File: src/rtl/univ_shift_reg_if.sv
// Purpose : bundles the control, data and status signals of univ_shift_reg.
// Latency : none, wiring only.
// Backpressure: none; the en field is the only throttle on the register.
// Ports   : master drives en/mode/d/sin_l/sin_r/burst_start/burst_len and
//           observes q/sout_l/sout_r/busy/done; slave is the register side.
interface univ_shift_reg_if #(
   parameter int WIDTH = 8,
   parameter int CNT_W = 4
);
   logic             en;
   logic [2:0]       mode;
   logic [WIDTH-1:0] d;
   logic             sin_l;
   logic             sin_r;
   logic             burst_start;
   logic [CNT_W-1:0] burst_len;
   logic [WIDTH-1:0] q;
   logic             sout_l;
   logic             sout_r;
   logic             busy;
   logic             done;

   modport master (
      output en, mode, d, sin_l, sin_r, burst_start, burst_len,
      input  q, sout_l, sout_r, busy, done
   );

   modport slave (
      input  en, mode, d, sin_l, sin_r, burst_start, burst_len,
      output q, sout_l, sout_r, busy, done
   );
endinterface

File: src/rtl/univ_shift_reg.sv
// Purpose : universal shift register (hold/load/shift/rotate/zero) with an
//           autonomous N-step burst sequencer reporting busy and done.
// Latency : 1 cycle per step; an N-step burst ends N edges after acceptance.
// Backpressure: en=0 freezes register and sequencer, pausing a burst.
// Ports   : clk, clear (sync active-low), bus (univ_shift_reg_if.slave):
//           en, mode, d, sin_l, sin_r, burst_start, burst_len in;
//           q, sout_l, sout_r, busy, done out.
// Build option: define UNIV_SHREG_ROTATE_EN to enable modes 100/101 (rotate);
//           otherwise they decode as hold and cannot start a burst.
module univ_shift_reg #(
   parameter int WIDTH = 8,
   parameter int CNT_W = 4
) (
   input logic              clk,
   input logic              clear,
   univ_shift_reg_if.slave  bus
);

   localparam logic [2:0] MODE_HOLD = 3'b000;
   localparam logic [2:0] MODE_LOAD = 3'b001;
   localparam logic [2:0] MODE_SHL  = 3'b010;
   localparam logic [2:0] MODE_SHR  = 3'b011;
   localparam logic [2:0] MODE_ROL  = 3'b100;
   localparam logic [2:0] MODE_ROR  = 3'b101;
   localparam logic [2:0] MODE_ZERO = 3'b110;

   typedef enum logic [0:0] {
      IDLE  = 1'b0,
      BURST = 1'b1
   } state_t;

   state_t           state_q, state_d;
   logic [WIDTH-1:0] data_q, data_d;
   logic [CNT_W-1:0] rem_q, rem_d;
   logic [2:0]       op_q, op_d;
   logic             busy_q, busy_d;
   logic             done_q, done_d;

   // One register step for a given operation code.
   function automatic logic [WIDTH-1:0] step_fn(
      input logic [2:0]       op,
      input logic [WIDTH-1:0] cur,
      input logic [WIDTH-1:0] din,
      input logic             sl,
      input logic             sr
   );
      logic [WIDTH-1:0] r;
      r = cur;
      case (op)
         MODE_LOAD: r = din;
         MODE_SHL:  r = {cur[WIDTH-2:0], sr};
         MODE_SHR:  r = {sl, cur[WIDTH-1:1]};
`ifdef UNIV_SHREG_ROTATE_EN
         MODE_ROL:  r = {cur[WIDTH-2:0], cur[WIDTH-1]};
         MODE_ROR:  r = {cur[0], cur[WIDTH-1:1]};
`endif
         MODE_ZERO: r = '0;
         default:   r = cur;  // hold, reserved, and rotate when compiled out
      endcase
      return r;
   endfunction

   // Only shift (and rotate, when present) codes may start a burst.
   function automatic logic burst_ok(input logic [2:0] op);
      logic ok;
      ok = (op == MODE_SHL) || (op == MODE_SHR);
`ifdef UNIV_SHREG_ROTATE_EN
      ok = ok || (op == MODE_ROL) || (op == MODE_ROR);
`endif
      return ok;
   endfunction

   always_comb begin
      state_d = state_q;
      data_d  = data_q;
      rem_d   = rem_q;
      op_d    = op_q;
      busy_d  = busy_q;
      done_d  = 1'b0;  // done is a single-cycle pulse, even across en=0

      if (bus.en) begin
         case (state_q)
            IDLE: begin
               if (bus.burst_start && burst_ok(bus.mode)) begin
                  op_d = bus.mode;
                  if (bus.burst_len == '0) begin
                     // Zero-length burst: no movement, just report completion.
                     done_d = 1'b1;
                  end else begin
                     // The accept edge already performs the first step.
                     data_d = step_fn(bus.mode, data_q, bus.d, bus.sin_l, bus.sin_r);
                     if (bus.burst_len == CNT_W'(1)) begin
                        done_d = 1'b1;
                     end else begin
                        rem_d   = bus.burst_len - CNT_W'(1);
                        state_d = BURST;
                        busy_d  = 1'b1;
                     end
                  end
               end else begin
                  data_d = step_fn(bus.mode, data_q, bus.d, bus.sin_l, bus.sin_r);
               end
            end
            BURST: begin
               // Latched op; serial inputs are still sampled live.
               data_d = step_fn(op_q, data_q, bus.d, bus.sin_l, bus.sin_r);
               rem_d  = rem_q - CNT_W'(1);
               if (rem_q == CNT_W'(1)) begin
                  state_d = IDLE;
                  busy_d  = 1'b0;
                  done_d  = 1'b1;
               end
            end
            default: begin
               state_d = IDLE;
               busy_d  = 1'b0;
            end
         endcase
      end
   end

   always_ff @(posedge clk) begin
      if (!clear) begin
         state_q <= IDLE;
         data_q  <= '0;
         rem_q   <= '0;
         op_q    <= MODE_HOLD;
         busy_q  <= 1'b0;
         done_q  <= 1'b0;
      end else begin
         state_q <= state_d;
         data_q  <= data_d;
         rem_q   <= rem_d;
         op_q    <= op_d;
         busy_q  <= busy_d;
         done_q  <= done_d;
      end
   end

   assign bus.q      = data_q;
   assign bus.sout_l = data_q[WIDTH-1];
   assign bus.sout_r = data_q[0];
   assign bus.busy   = busy_q;
   assign bus.done   = done_q;

endmodule
File: src/flat_wrapper.sv
// flat-port wrapper written by rule: the top's interface ports become plain ports
module univ_shift_reg_flat 
#(
   parameter int WIDTH = 8,
   parameter int CNT_W = 4
)
  (clk, clear, bus_en, bus_mode, bus_d, bus_sin_l, bus_sin_r, bus_burst_start, bus_burst_len, bus_q, bus_sout_l, bus_sout_r, bus_busy, bus_done);
  univ_shift_reg_if #(.WIDTH(WIDTH), .CNT_W(CNT_W)) bus_i ();
  input logic clk;
  input logic clear;
  input wire logic [$bits(bus_i.en)-1:0] bus_en;
  input wire logic [$bits(bus_i.mode)-1:0] bus_mode;
  input wire logic [$bits(bus_i.d)-1:0] bus_d;
  input wire logic [$bits(bus_i.sin_l)-1:0] bus_sin_l;
  input wire logic [$bits(bus_i.sin_r)-1:0] bus_sin_r;
  input wire logic [$bits(bus_i.burst_start)-1:0] bus_burst_start;
  input wire logic [$bits(bus_i.burst_len)-1:0] bus_burst_len;
  output wire logic [$bits(bus_i.q)-1:0] bus_q;
  output wire logic [$bits(bus_i.sout_l)-1:0] bus_sout_l;
  output wire logic [$bits(bus_i.sout_r)-1:0] bus_sout_r;
  output wire logic [$bits(bus_i.busy)-1:0] bus_busy;
  output wire logic [$bits(bus_i.done)-1:0] bus_done;
  assign bus_i.en = bus_en;
  assign bus_i.mode = bus_mode;
  assign bus_i.d = bus_d;
  assign bus_i.sin_l = bus_sin_l;
  assign bus_i.sin_r = bus_sin_r;
  assign bus_i.burst_start = bus_burst_start;
  assign bus_i.burst_len = bus_burst_len;
  assign bus_q = bus_i.q;
  assign bus_sout_l = bus_i.sout_l;
  assign bus_sout_r = bus_i.sout_r;
  assign bus_busy = bus_i.busy;
  assign bus_done = bus_i.done;
  univ_shift_reg #(.WIDTH(WIDTH), .CNT_W(CNT_W)) u_core (.clk(clk), .clear(clear), .bus(bus_i));
endmodule
File: config.mk
export PLATFORM = sky130hd
export DESIGN_NAME = univ_shift_reg_flat
export DESIGN_NICKNAME = d
export VERILOG_FILES = /design/src/rtl/univ_shift_reg_if.sv /design/src/rtl/univ_shift_reg.sv /design/src/flat_wrapper.sv
export SDC_FILE = /design/constraint.sdc
export NUM_CORES = 1
export LEC_CHECK = 0
export ABC_AREA = 1
export CAP_MARGIN = 10
export CORE_MARGIN = 3
export CORE_UTILIZATION = 26
export CTS_BUF_LIST = sky130_fd_sc_hd__clkbuf_8
export DETAILED_ROUTE_END_ITERATION = 8
export SLEW_MARGIN = 5
export SYNTH_ARGS = -nofsm -noshare
export SYNTH_HDL_FRONTEND = slang
export SYNTH_SLANG_ARGS = --single-unit
File: constraint.sdc
create_clock -name clk -period 1.5 [get_ports clk]
set_clock_uncertainty 0.1 [all_clocks]
set_input_delay 0.45 -clock clk [delete_from_list [all_inputs] [get_ports clk]]
set_output_delay 0.45 -clock clk [all_outputs]
set_load 0.005 [all_outputs]
# After elaboration in Yosys (flattened, before gate mapping)
# Index checks and enable logic that the tools add are counted.
[totals]
reg_bits = 18
out_inout_bits = 12
elab_cells = 57
[op_classes]
n_addsub = 2
eq_ne = 16
mux = 24
n_bitwise = 1
reduce_logical = 8
[op_table]
columns = ["operator", "count"]
rows = [
  ["$pmux W8 S4", 2],
  ["$mux W8", 2],
  ["$pmux W8 S2", 1],
  ["$eq A3 B2 Y1 const B", 4],
  ["$mux W1", 12],
  ["$mux W4", 3],
  ["$eq A4 B1 Y1 const B", 2],
  ["$pmux W4 S2", 1],
  ["$sub A4 B1 Y4 const B", 2],
  ["$eq A3 B1 Y1 const B", 2],
  ["$eq A3 B3 Y1 const B", 2],
  ["$ne A2 B2 Y1 const B", 3],
  ["$pmux W1 S2", 3],
  ["$reduce_and A3 Y1", 2],
  ["$ne A5 B5 Y1 const B", 1],
  ["$reduce_and A5 Y1", 1],
  ["$logic_not A4 Y1", 1],
  ["$reduce_and A4 Y1", 1],
  ["$ne A3 B3 Y1 const B", 1],
  ["$ne A2 B1 Y1 const B", 1],
  ["$reduce_and A2 Y1", 1],
  ["$logic_and A1 B1 Y1", 1],
  ["$logic_or A1 B1 Y1", 1],
  ["$not A1 Y1", 1],
]

# Logic depth before layout (Yosys ltp)
# Gate-level depths: netlist of run 1.
[depth]
ltp_word = 5
mapped_depth = 11
ltp_nobuf = 9

# Worst setup path before layout of run 1
# OpenSTA, ideal clock, no wires.
[synth_path]
path_kind = "input -> register"
start = "in bus_burst_len[0]"
end = "reg u_core.rem_q[1]"
setup_time_ps = 118
arrival_ps = 1317
required_ps = 1282
slack_ps = -35
stages = 8
path_buffers = 0
cell_sequence = "inv_1 -> ha_1 -> o21ai_1 -> nand2_1 -> nand2_1 -> nand2_1 -> nor3_1 -> nor2_1"
[synth_between]
elab_chain_cells = 5
[synth_rtl]
columns = ["item", "line_no", "rtl"]
rows = [
  ["start, declared", "flat_wrapper.sv:17", "input wire logic [$bits(bus_i.burst_len)-1:0] bus_burst_len;"],
  ["$sub A4 B1 Y4", "univ_shift_reg.sv:95", "rem_d = bus.burst_len - CNT_W'(1);"],
  ["$mux W4", "univ_shift_reg.sv:92", "if (bus.burst_len == CNT_W'(1)) begin"],
  ["$mux W4", "univ_shift_reg.sv:86", "if (bus.burst_len == '0) begin"],
  ["$mux W4", "univ_shift_reg.sv:84", "if (bus.burst_start && burst_ok(bus.mode)) begin"],
  ["$pmux W4 S2", "univ_shift_reg.sv:82", "case (state_q)"],
  ["end signal, assigned", "univ_shift_reg.sv:133", "rem_q <= rem_d;"],
  ["end, declared", "univ_shift_reg.sv:34", "logic [CNT_W-1:0] rem_q, rem_d;"],
]
# Several ways; a longest one is shown, not always the timed one. The select of a mux whose other input is x is not followed.
# A chain may end at the register's enable or synchronous reset.

# Worst setup path in the final report of run 1
[layout_path]
start = "in bus_burst_len[2]"
end = "reg u_core.done_q (netlist: u_core.bus.done)"
[layout_between]
elab_chain_cells = 5
[layout_rtl]
columns = ["item", "line_no", "rtl"]
rows = [
  ["$eq A4 B1 Y1", "univ_shift_reg.sv:92", ""],
  ["$mux W1", "univ_shift_reg.sv:92", ""],
  ["$mux W1 (*)", "univ_shift_reg.sv:86", ""],
  ["$mux W1 (*)", "univ_shift_reg.sv:84", ""],
  ["$pmux W1 S2 (*)", "univ_shift_reg.sv:82", ""],
  ["end signal, assigned", "univ_shift_reg.sv:136", "done_q <= done_d;"],
  ["end, declared", "univ_shift_reg.sv:37", "logic done_q, done_d;"],
]
# Mark *: on every way between the ends. The rest lies on a longest branch, timed or not.

==> impl_metrics.yaml, run 1 <==
run_status:
  status: "finished clean"
synth:
  yosys_warnings: 0
  synth_seq_cells: 18
  synth_top_family_by_area: "simple AND/OR/NAND/NOR gates"
  yosysSeqAreaShare_pct: 23.3
  synthMuxAreaShare_pct: 0
  synth-simple-area-share_pct: 47.7
  synth_nets: 286
  syn_area_mm2: 0.00155
  synthFlopType: "dfxtp_1"
  synth.distinct_cells: 26
  syn_area_per_cell_um2: 5.95
  synth_edf_count: 0
  yosys.area.top_type: "dfxtp_1"
  synth_area_leaders: "dfxtp_1 (23%), nand2_1 (15%), nor2_1 (13%)"
  synth_cells: 260
  synthXorXnorAreaFrac_pct: 1.13
  synthAdderAreaFrac_pct: 4.05
  async_flop_share_pct: 0
  yosysTopAreaCellShare_pct: 23.3
  synth-compound-area-share_pct: 12.3
sta:
  setup_viol: 0
  fmax_mhz: 717
  worst_pin_slew_ns: 0.224
  slew_headroom_pct: 85.0
  setup_ws_ns: 0.105
  slew_violations: 0
  hold_viol_final: 0
  final.min_clock_period_ns: 1.39
  finalCritPeriodShare_pct: 93.0
  rsz0062_at_grt: "yes"
power_and_ir_drop:
  p_leak_nw: 1.06
  p_total_mw: 1.38
  vdd_drop_max_mv: 0.369
  p_per_area_mw_per_mm2: 615
critical_path:
  crit_path_end_kind: "flip-flop"
  critPathBufInv: 4
  critPathTopFamily: "buffers and inverters"
  crit_path_frequent_cell: "buf_4"
  cpMaxStageDelayCell: "clkdlybuf4s15_1"
  cp.depth: 9
  r2r_setup_slack_ns: 0.12
  cp_max_fo: 2
  critPathKind: "in -> reg"
  worstPathRequired_ns: 1.60
  setup.worst_path.start_class: "primary input"
  critical_path.cell_chain: "clkdlybuf4s15_1, nor2_2, buf_4, o21ai_2, buf_4, buf_4, o21ai_0, nand2_1, nor2_1"
  worst_ep_arrival_time_ns: 1.49
  cpPeakStageDelay_ns: 0.19
  r2r_cells: 8
worst_hold_path:
  min_path_type: "reg -> reg"
  whs_path_depth: 2
route:
  drt-pass1-iter-count: 4
  drtIter0Drc: 110
  vias_per_cell: 4.72
  finalWirelength_um: 4570
  vias: 1847
  wl_per_cell_um: 11.7
  ant_nets: 0
  drc_errors: 0
layout:
  final_cell_mix: "nor2_1 (53), nand2_1 (52), buf_4 (32)"
  final_common_cell: "nor2_1"
  antenna_cells: 0
  post-route-cell-area_mm2: 0.00224
  layout-drive-gt1-share_pct: 28.5
  synthToLayoutAreaGrowth_pct: 45.1
  final_nets: 346
clock_tree:
  clockBufferDepth: 2
  cts_hold_buf: 0
  clkLatencyLatePin_ns: 0.26
  root_buffer: "clkbuf_8"
  htreeDepth: 1
  cts_buffers: 3
  clock_sinks: 18
  path_clk_slew_ns: 0.07
  cts_tree: "built"
global_routing:
  grt_max_degree: 16
  grt_pass1_vias: 1830
  gr-usage-all-layers_pct: 13.4
  grt_antenna_before_repair: 0
  grt_pass1_wl_um: 7850
  overflow: 0
die:
  die_w_um: 83.1
  core-area_mm2: 0.00564
  dieArea_mm2: 0.00691
  boundaryPins: 33
  start_util_pct: 27.4
  rows: 27
  fp.dieH_um: 83.1
placement:
  dp_hpwl_um: 3480
  pre_cts_ws_ns: -0.667
  gp_congestion: 0.888
  dpl-instance-area_mm2: 0.00209
  io_buffer_count: 32
flow_run:
  drv_cap: 0
Yosys cell counts, types with 2 or more instances:
library cell	count
buf_4	5
inv_2	4
o21ai_0	21
nor3_1	2
nor2_1	54
nand2_2	6
inv_1	21
nand3_1	23
nand2_1	62
buf_6	2
a21oi_4	2
ha_1	5
nand4_1	10
nand3_2	3
a21oi_1	6
o21ai_1	3
nor2_2	3
buf_2	3
dfxtp_1	18
area by class of cell:
type,count,area (um^2)
sequential,18,372
clock buffer,4,55.1
inverter,26,98.8
fill,609,3400
multi-input combinational,205,1070
timing repair buffer,66,554
tap,72,90.1
metal layers:
metal	share of wire, %	track usage (%)	up-vias	routed length [um]
met3	5.0	2.98	4	226
met1	46	16.2	842	2090
met5	0	0	-	0
met2	48	23.6	45	2210
met4	0.79	4.16	0	36
li1	-	-	956	-
state kept, by name, indices dropped and copies added, names as in the netlist:
| register | flops |
|---|---|
| u_core.op_q | 3 |
| u_core.state_q | 1 |
| u_core.bus.busy | 1 |
| u_core.bus.q | 8 |
| u_core.rem_q | 4 |
| u_core.bus.done | 1 |
stage by stage:
stage | std cells | setup TNS [ns] | hold slack [ns] | utilization (%)
2_1_floorplan | 260 | 0 | 0.356 | -
3_3_place_gp | 381 | -8.62 | 0.359 | 37.1
3_5_place_dp | 381 | -9.04 | 0.358 | 37.1
4_1_cts | 390 | 0 | 0.370 | 39.2
5_1_grt | 391 | -0.0106 | 0.402 | 39.8
6_report | 391 | 0 | 0.367 | 39.8
cells by family (layout without fill, tap and decap cells):
group | after synthesis | in the layout
AOI/OAI and AO/OA | 33 | 33
xor gates and xnor gates | 2 | 2
adders and majority gates | 5 | 5
buffers and inverters | 37 | 96
DFF | 18 | 18
and+or+nand+nor | 165 | 165
timing repair:
item                                    4_1_cts  5_1_grt
endpoints found under the setup margin       28       14
setup buffers                                 5        1
resized for setup                            40       25
gates cloned                                  0        0
pin swaps                                     6       15
worst register-to-register path, stage by stage, from the launching register on:
cell and delay [ns]:
dfxtp_1 0.43, inv_2 0.07, a21oi_4 0.13, buf_12 0.15, o21ai_0 0.10, nor2_1 0.11
nor2_1 0.06, nor2_1 0.10, nor2_1 0.04
worst paths after layout:
path                    start               to
min reg2reg   u_core.bus.busy  u_core.bus.busy
min           u_core.bus.busy  u_core.bus.busy
max reg2reg    u_core.op_q[1]  u_core.bus.q[5]
max          bus_burst_len[2]  u_core.bus.done
where the power goes:
group	switching, mW	internal [mW]	leakage (nW)
Combinational	0.230	0.209	0.884
Clock	0.183	0.234	0.0288
Sequential	0.0178	0.507	0.151
Total	0.431	0.950	1.06
No activity file was read; power rests on OpenSTA's default activity.
==> inputs of run 2 (changes only) <==
- GPL_ROUTABILITY_DRIVEN: default -> 0
- HOLD_SLACK_MARGIN: default -> 0.05
==> results of run 2 <==
No change in the layout: final DEF, timing and power equal those of run 1.
==> inputs of run 3 (changes only) <==
- ABC_CLOCK_PERIOD_IN_PS: default -> 1500
==> results of run 3 <==
No change in the layout: final DEF, timing and power equal those of run 1.
